$ cat config.mk
export PLATFORM = sky130hd
export DESIGN_NAME = divider_flat
export DESIGN_NICKNAME = d
export VERILOG_FILES = /design/src/rtl/divider_if.sv /design/src/rtl/divider.sv /design/src/flat_wrapper.sv
export SDC_FILE = /design/constraint.sdc
export NUM_CORES = 1
export LEC_CHECK = 0
export ABC_AREA = 1
export BUFFER_PORTS_ARGS = -buffer_cell sky130_fd_sc_hd__buf_2
export CELL_PAD_IN_SITES_DETAIL_PLACEMENT = 1
export CELL_PAD_IN_SITES_GLOBAL_PLACEMENT = 1
export CORE_ASPECT_RATIO = 0.75
export CORE_MARGIN = 2
export CORE_UTILIZATION = 43
export DETAILED_ROUTE_END_ITERATION = 8
export PLACE_DENSITY_LB_ADDON = 0.1
export SLEW_MARGIN = 40
export SYNTH_ARGS = -nofsm -noshare
export SYNTH_HDL_FRONTEND = slang
export SYNTH_SLANG_ARGS = --single-unit
$ cat constraint.sdc
create_clock -name clock -period 2.3 [get_ports clock]
set_input_delay 0.345 -clock clock [delete_from_list [all_inputs] [get_ports clock]]
set_output_delay 0.345 -clock clock [all_outputs]
set_load 0.01 [all_outputs]
$ cat src/rtl/divider_if.sv
// Operand/start and result/ready bundle for the execute-stage divider.
interface divider_if;
  logic [31:0] dividend;
  logic [31:0] divisor;
  logic        ctrl_DIV;
  logic [31:0] data_result;
  logic [31:0] data_remainder;
  logic        data_exception;
  logic        data_resultRDY;

  modport master (
    output dividend, divisor, ctrl_DIV,
    input  data_result, data_remainder, data_exception, data_resultRDY
  );

  modport slave (
    input  dividend, divisor, ctrl_DIV,
    output data_result, data_remainder, data_exception, data_resultRDY
  );
endinterface

$ cat src/rtl/divider.sv
// 32-bit signed restoring divider: 32 shift/subtract steps on magnitudes,
// one sign-fix step, then a single-cycle ready pulse.
module divider (
  input  logic     clock,
  input  logic     ctrl_resetn,
  divider_if.slave bus
);

  typedef enum logic [1:0] {IDLE, RUN, FIX, DONE} state_t;

  state_t      state, state_next;
  logic [31:0] q;
  logic [31:0] r;
  logic [32:0] d;
  logic [5:0]  count;
  logic        sign_q, sign_r, dz;
  logic [31:0] dividend_mag, divisor_mag;
  logic [32:0] t;

  always_comb begin
    dividend_mag = bus.dividend[31] ? (~bus.dividend + 32'd1) : bus.dividend;
    divisor_mag  = bus.divisor[31]  ? (~bus.divisor  + 32'd1) : bus.divisor;
    t            = {r, q[31]} - d;
  end

  always_ff @(posedge clock or negedge ctrl_resetn) begin
    if (!ctrl_resetn) state <= IDLE;
    else              state <= state_next;
  end

  // A start strobe overrides every state, including FIX, so it aborts any pulse.
  always_comb begin
    state_next = state;
    if (bus.ctrl_DIV) begin
      state_next = RUN;
    end else begin
      case (state)
        RUN:     if (count == 6'd31) state_next = FIX;
        FIX:     state_next = DONE;
        DONE:    state_next = IDLE;
        default: state_next = IDLE;
      endcase
    end
  end

  // Remainder only needs 32 bits: a kept difference is always below |divisor|.
  always_ff @(posedge clock or negedge ctrl_resetn) begin
    if (!ctrl_resetn) begin
      q      <= '0;
      r      <= '0;
      d      <= '0;
      count  <= '0;
      sign_q <= 1'b0;
      sign_r <= 1'b0;
      dz     <= 1'b0;
    end else if (bus.ctrl_DIV) begin
      q      <= dividend_mag;
      r      <= '0;
      d      <= {1'b0, divisor_mag};
      count  <= '0;
      sign_q <= bus.dividend[31] ^ bus.divisor[31];
      sign_r <= bus.dividend[31];
      dz     <= (bus.divisor == 32'd0);
    end else if (state == RUN) begin
      count <= count + 6'd1;
      if (!t[32]) begin
        r <= t[31:0];
        q <= {q[30:0], 1'b1};
      end else begin
        r <= {r[30:0], q[31]};
        q <= {q[30:0], 1'b0};
      end
    end
  end

  always_ff @(posedge clock or negedge ctrl_resetn) begin
    if (!ctrl_resetn) begin
      bus.data_result    <= '0;
      bus.data_remainder <= '0;
      bus.data_exception <= 1'b0;
      bus.data_resultRDY <= 1'b0;
    end else if (bus.ctrl_DIV) begin
      bus.data_exception <= 1'b0;
      bus.data_resultRDY <= 1'b0;
    end else begin
      bus.data_resultRDY <= (state == FIX);
      if (state == FIX) begin
        bus.data_exception <= dz;
        if (dz) begin
          bus.data_result    <= '0;
          bus.data_remainder <= '0;
        end else begin
          bus.data_result    <= sign_q ? (~q + 32'd1) : q;
          bus.data_remainder <= sign_r ? (~r + 32'd1) : r;
        end
      end
    end
  end

endmodule

$ cat src/flat_wrapper.sv
// flat-port wrapper written by rule: the top's interface ports become plain ports
module divider_flat 
  (clock, ctrl_resetn, bus_dividend, bus_divisor, bus_ctrl_DIV, bus_data_result, bus_data_remainder, bus_data_exception, bus_data_resultRDY);
  divider_if bus_i ();
  input  logic clock;
  input  logic ctrl_resetn;
  input wire logic [$bits(bus_i.dividend)-1:0] bus_dividend;
  input wire logic [$bits(bus_i.divisor)-1:0] bus_divisor;
  input wire logic [$bits(bus_i.ctrl_DIV)-1:0] bus_ctrl_DIV;
  output wire logic [$bits(bus_i.data_result)-1:0] bus_data_result;
  output wire logic [$bits(bus_i.data_remainder)-1:0] bus_data_remainder;
  output wire logic [$bits(bus_i.data_exception)-1:0] bus_data_exception;
  output wire logic [$bits(bus_i.data_resultRDY)-1:0] bus_data_resultRDY;
  assign bus_i.dividend = bus_dividend;
  assign bus_i.divisor = bus_divisor;
  assign bus_i.ctrl_DIV = bus_ctrl_DIV;
  assign bus_data_result = bus_i.data_result;
  assign bus_data_remainder = bus_i.data_remainder;
  assign bus_data_exception = bus_i.data_exception;
  assign bus_data_resultRDY = bus_i.data_resultRDY;
  divider u_core (.clock(clock), .ctrl_resetn(ctrl_resetn), .bus(bus_i));
endmodule
## Word-level counts from Yosys, hierarchy flattened

Index checks and enable logic that the tools add are counted.

- Output and inout bits: 66
- Latch bits: 0
- Register bits: 173
- Input port bits: 67
- Memories: 0
- RAM bits: 0
- Memory bits (read-only): 0

- Multipliers: 0
- Divide/modulo/power cells: 0
- Order comparisons: 0
- Shift-type cells: 0
- Multiplexer cells: 20
- Bitwise gates (word level): 6
- Add/subtract/negate cells: 6
- Eq/ne operators: 4
- Reduce and logical (&&, ||, !) cells: 4

Operators with widths:

| kind | count |
|---|---|
| 32-bit two-way mux | 11 |
| 32-bit by 1-bit adder with 32-bit output, second input constant | 4 |
| 32-bit inverter | 4 |
| 33-bit by 32-bit subtractor with 33-bit output | 1 |
| 32-bit zero test | 1 |
| 6-bit two-way mux | 2 |
| 6-bit by 1-bit adder with 6-bit output, second input constant | 1 |
| 6-bit by 5-bit == test with 1-bit output, second input constant | 1 |
| 1-bit two-way mux | 4 |
| 2-bit two-way mux | 2 |
| 2-bit case mux with 2 select lines | 1 |
| 2-bit nonzero test | 2 |
| 3-bit by 2-bit != test with 1-bit output, second input constant | 1 |
| 2-bit by 1-bit == test with 1-bit output, second input constant | 1 |
| 2-bit == test, second input constant | 1 |
| 2-bit AND reduction | 1 |
| 1-bit inverter | 1 |
| 1-bit bitwise XOR | 1 |

## Depth between registers and ports, before layout

- Depth after elaboration: 4
- Depth in mapped cells: 18
- Gate-level depth less buffers: 17

## Least setup slack after synthesis

Ideal clock, no wire load.

- Path type: reg2reg
- From: register u_core.d[0]
- To: register u_core.r[21]
- Data arrival time: 2.003 ns
- Setup time: 0.118 ns
- Setup slack: 0.179 ns
- Stages on the path, launching flop included: 18
- Path through: dfrtp_1 -> ha_1 -> fa_1 -> inv_1 -> nand2_1 -> nand2_1 -> nand3_1 -> nand2_2 -> nand2_2 -> nand2_4 -> nand2_4 -> nand2_4 -> nand2_8 -> nand2_8 -> buf_12 -> nand2_2 -> nand3_1 -> nand2_1

- Cells in the longest elaborated chain, start to end: 4

RTL lines:

| item | RTL line | text |
|---|---|---|
| start: declaration | divider.sv:14 | `logic [32:0] d;` |
| start signal: assignment | divider.sv:59 | `d <= {1'b0, divisor_mag};` |
| 33-bit by 32-bit subtractor with 33-bit output | divider.sv:23 | `t = {r, q[31]} - d;` |
| 32-bit two-way mux | divider.sv:66 | `if (!t[32]) begin` |
| 32-bit two-way mux | divider.sv:64 | `end else if (state == RUN) begin` |
| 32-bit two-way mux | divider.sv:56 | `end else if (bus.ctrl_DIV) begin` |
| end signal: assignment | divider.sv:67 | `r <= t[31:0];` |
| end signal: assignment | divider.sv:70 | `r <= {r[30:0], q[31]};` |
| end: declaration | divider.sv:13 | `logic [31:0] r;` |

Every way passes these cells. The select of a mux whose other input is x is not followed.
A chain may end at the register's enable or synchronous reset.

## Worst setup path in the final report

- From: register u_core.r[7]
- To: register u_core.r[25]

- Cells in the longest elaborated chain, start to end: 4

RTL lines:

| item | RTL line |
|---|---|
| 33-bit by 32-bit subtractor with 33-bit output | divider.sv:23 |
| 32-bit two-way mux | divider.sv:66 |
| 32-bit two-way mux | divider.sv:64 |
| 32-bit two-way mux | divider.sv:56 |

Every way passes these cells. The select of a mux whose other input is x is not followed.

==> flow_summary.ini <==
[outcome]
status = finished, violations left
violations = negative setup slack

[floorplan]
coreArea_um2 = 30210
die_w_um = 206.5
num_rows = 55
die-area_um2 = 32180
die_h_um = 155.9
initial_core_util_pct = 43.76
io-pin-count = 133

[route]
drt_iter0_markers = 1163
wl_mm = 56.71
drtAntennaViolNets = 0
drcViolationCount = 0
routed.top_layer = met4
wl_met2_mm = 24.10
wire_per_inst_um = 20.93
met3_length_mm = 4.277
viasPerCell = 5.650
wirelength_met1_mm = 26.70
drtPass1Iterations = 5
via_count = 15310

[critical_path]
required_ps = 2700
slowest_stage = dfrtp_1
cp.arrival_ps = 2850
endpoint = u_core.r[25]
crit_fanout = 3
cp_cell_sequence = ha_1 -> buf_4 -> nand2_1 -> inv_1 -> a21oi_1 -> nand3_1 -> nand2_1 -> nand3_1 -> nand2_1 -> nand2_1 -> nand2_4 -> nand3_2 -> nand2_2
reg2regPathDepth = 13
critPathBufInv = 2
path_depth = 13
start_kind = flop
cpPeakStageDelay_ps = 430
crit_top_cell = nand2_1
end_kind = flop
crit_start = u_core.r[7]
cpLargestDelayFamily = simple AND/OR/NAND/NOR gates
ff2ff_setup_slack_ps = -150
r2r_end = u_core.r[25]
r2r-start = u_core.r[7]
path_class = reg -> reg

[synth]
netlist_area_um2 = 13220
seq_area_frac_synth_pct = 32.75
synthCells = 2056
synth_edf_count = 0
synthFlopType = dfrtp_1
synth-warning-count = 0
ys_types = 54
async_flop_share_pct = 100.0
syn_avg_cell_area_um2 = 6.430
synth-seq-cells = 173
synthesis.nets = 2163

[placement]
place_hpwl_mm = 43.00
portBuffers = 132
pre_cts_ws_ps = -158.8
place_congestion = 0.9391
placed_cell_area_um2 = 15190
dp_cells = 2658

[grt]
grt-ovfl-total = 0
grt_use_total_pct = 35.17
antenna_found_initial = 2
grt_pass1_vias = 15540
grt_pass1_wl_mm = 86.26
grt_max_degree = 66

[timing]
tightest_slew_ps = 722.3
drv_slew = 0
relSlewSlack_pct = 51.85
min_period_ps = 2447
setup_viol = 32
setup_slack_ps = -146.6
fin_skew_ps = 15.71
rsz0062_at_grt = true
final_hold_viol_count = 0
timing.fmax_ghz = 0.4087
fin_crit_sh_pct = 106.4

[clock_network]
cts_tree = yes
cts.reportedPaths.clkPinSlew_ps = 80
cts_inserted_buffers = 17
root_buffer = clkbuf_16
cts_sinks = 173
cts_max_level = 4
clock_latency_ps = 470
clockBufferDepth = 2

[layout]
stdcell_count = 2710
num-nets-final = 2404
drive_gt1_share_pct = 20.82
stdcell_area_um2 = 16640
area_growth_pct = 25.88

[pwr]
power.density_nw_per_um2 = 741.9
vdd_ir_drop_max_mv = 0.6267
total_leakage_power_nw = 8.955

[run]
cap_violations = 0

[hold_path]
hold_class = in -> reg
min-delay-start = bus_divisor[29]
sequential cells by signal (all words and copies together) (netlist names):
signal                     count
u_core.q                      32
u_core.count                   6
u_core.sign_r                  1
u_core.bus.data_result        32
u_core.state                   2
u_core.d                      32
u_core.r                      32
u_core.bus.data_resultRDY      1
u_core.dz                      1
u_core.bus.data_remainder     32
u_core.sign_q                  1
u_core.bus.data_exception      1
cell usage after synthesis, types with 6 or more instances:
cell type	n	area, um^2
nand2_1	633	2376
inv_1	296	1111
nand3_1	193	965.9
dfrtp_1	173	4329
nor2_1	171	641.9
o21ai_0	144	720.7
a21oi_1	76	380.4
nor3_1	48	240.2
clkbuf_1	40	150.1
ha_1	39	488.0
nand4_1	27	168.9
xor2_1	24	210.2
nand2_2	19	118.9
xnor2_1	15	131.4
o21bai_1	14	105.1
o221ai_1	13	113.9
o22ai_1	13	81.33
or2_2	11	68.82
buf_1	9	33.78
buf_2	8	40.04
nand3b_1	8	60.06
nor2_2	8	50.05
o21ai_1	7	35.03
inv_2	6	22.52
metrics by stage:
step           util, %  setup TNS [ps]  total power [W]  hold slack (ps)
3_3_place_gp     50.28          -949.9         0.008593            404.8
2_1_floorplan        -               0         0.006730            49.41
3_5_place_dp     50.28           -3693         0.008779            402.1
6_report         55.09           -2468          0.01235            158.8
5_1_grt          55.08           -6352          0.01300            187.6
4_1_cts          53.97          -20.63          0.01215            150.2
cells in the final DEF (no fill, tap or decap), drive strengths merged, types with 3 or more instances in the layout:
master  Yosys  layout
nor4        3       3
o22ai      13      13
buf        25     283
nand2     657     660
nand4      27      27
ha         39      39
o211ai      5       5
xnor2      15      15
and2        5       5
clkinv      3       4
a32o        4       4
nor3       51      51
xor2       24      24
nor2      180     180
o21ai     153     153
clkbuf     40      18
or2        12      12
nand3b      8       8
o31ai       3       3
bufinv      0       3
o21bai     14      14
inv       302     310
dfrtp     173     173
nand3     196     196
o221ai     13      13
a21oi      79      79
metal layers:
layer,global-route usage [%],up-vias
met1,51.87,7599
met4,10.65,0
met2,51.78,542
met3,6.621,102
met5,0,-
li1,-,7068
cells by family after synthesis:
| kind of cell | Yosys count | synth area share [%] |
|---|---|---|
| compound gates | 295 | 12.72 |
| xor+xnor | 39 | 2.584 |
| fa+ha+maj | 40 | 3.843 |
| buf+inv | 370 | 11.04 |
| flops | 173 | 32.75 |
| simple gates | 1139 | 37.06 |
area by class of cell:
type	count	area, um^2
Tap cell	399	499.2
Timing Repair Buffer	284	2002
Multi-Input combinational cell	1516	8024
Sequential cell	173	4329
Clock inverter	14	198.9
Fill cell	4084	13570
Inverter	305	1147
Antenna cell	1	2.502
Clock buffer	18	439.2
tightest hold or removal path, delay by kind of cell:
family / cells / cell delay, ps
AOI/OAI and AO/OA: 1 / 70
and+or+nand+nor: 1 / 50
buffers and inverters: 1 / 110
power breakdown:
part	total, W	internal (W)	leakage [nW]	switching [W]
logic	0.00470	0.00163	6.41	0.00307
registers	0.00438	0.00377	2.24	0.000605
clock network	0.00327	0.00179	0.309	0.00148
worst min path at each step:
stage / to / slack [ps] / cells past startpoint
6_report: u_core.d[29] / 160 / 3
5_1_grt: u_core.d[29] / 190 / 3
4_1_cts: u_core.d[29] / 150 / 3
3_5_place_dp: u_core.r[26] / 400 / 1
3_3_place_gp: u_core.r[27] / 400 / 1
2_1_floorplan: u_core.bus.data_exception / 50 / 0
timing repair:
item                       4_1_cts  5_1_grt
setup buffers                    6        7
hold endpoints to repair        50        0
resized for setup               78       55
hold buffers                     1        0
setup endpoints to repair       33       50
gates cloned                     3        2
pin swaps                       38       27
Power figures use the tool's default switching activity.
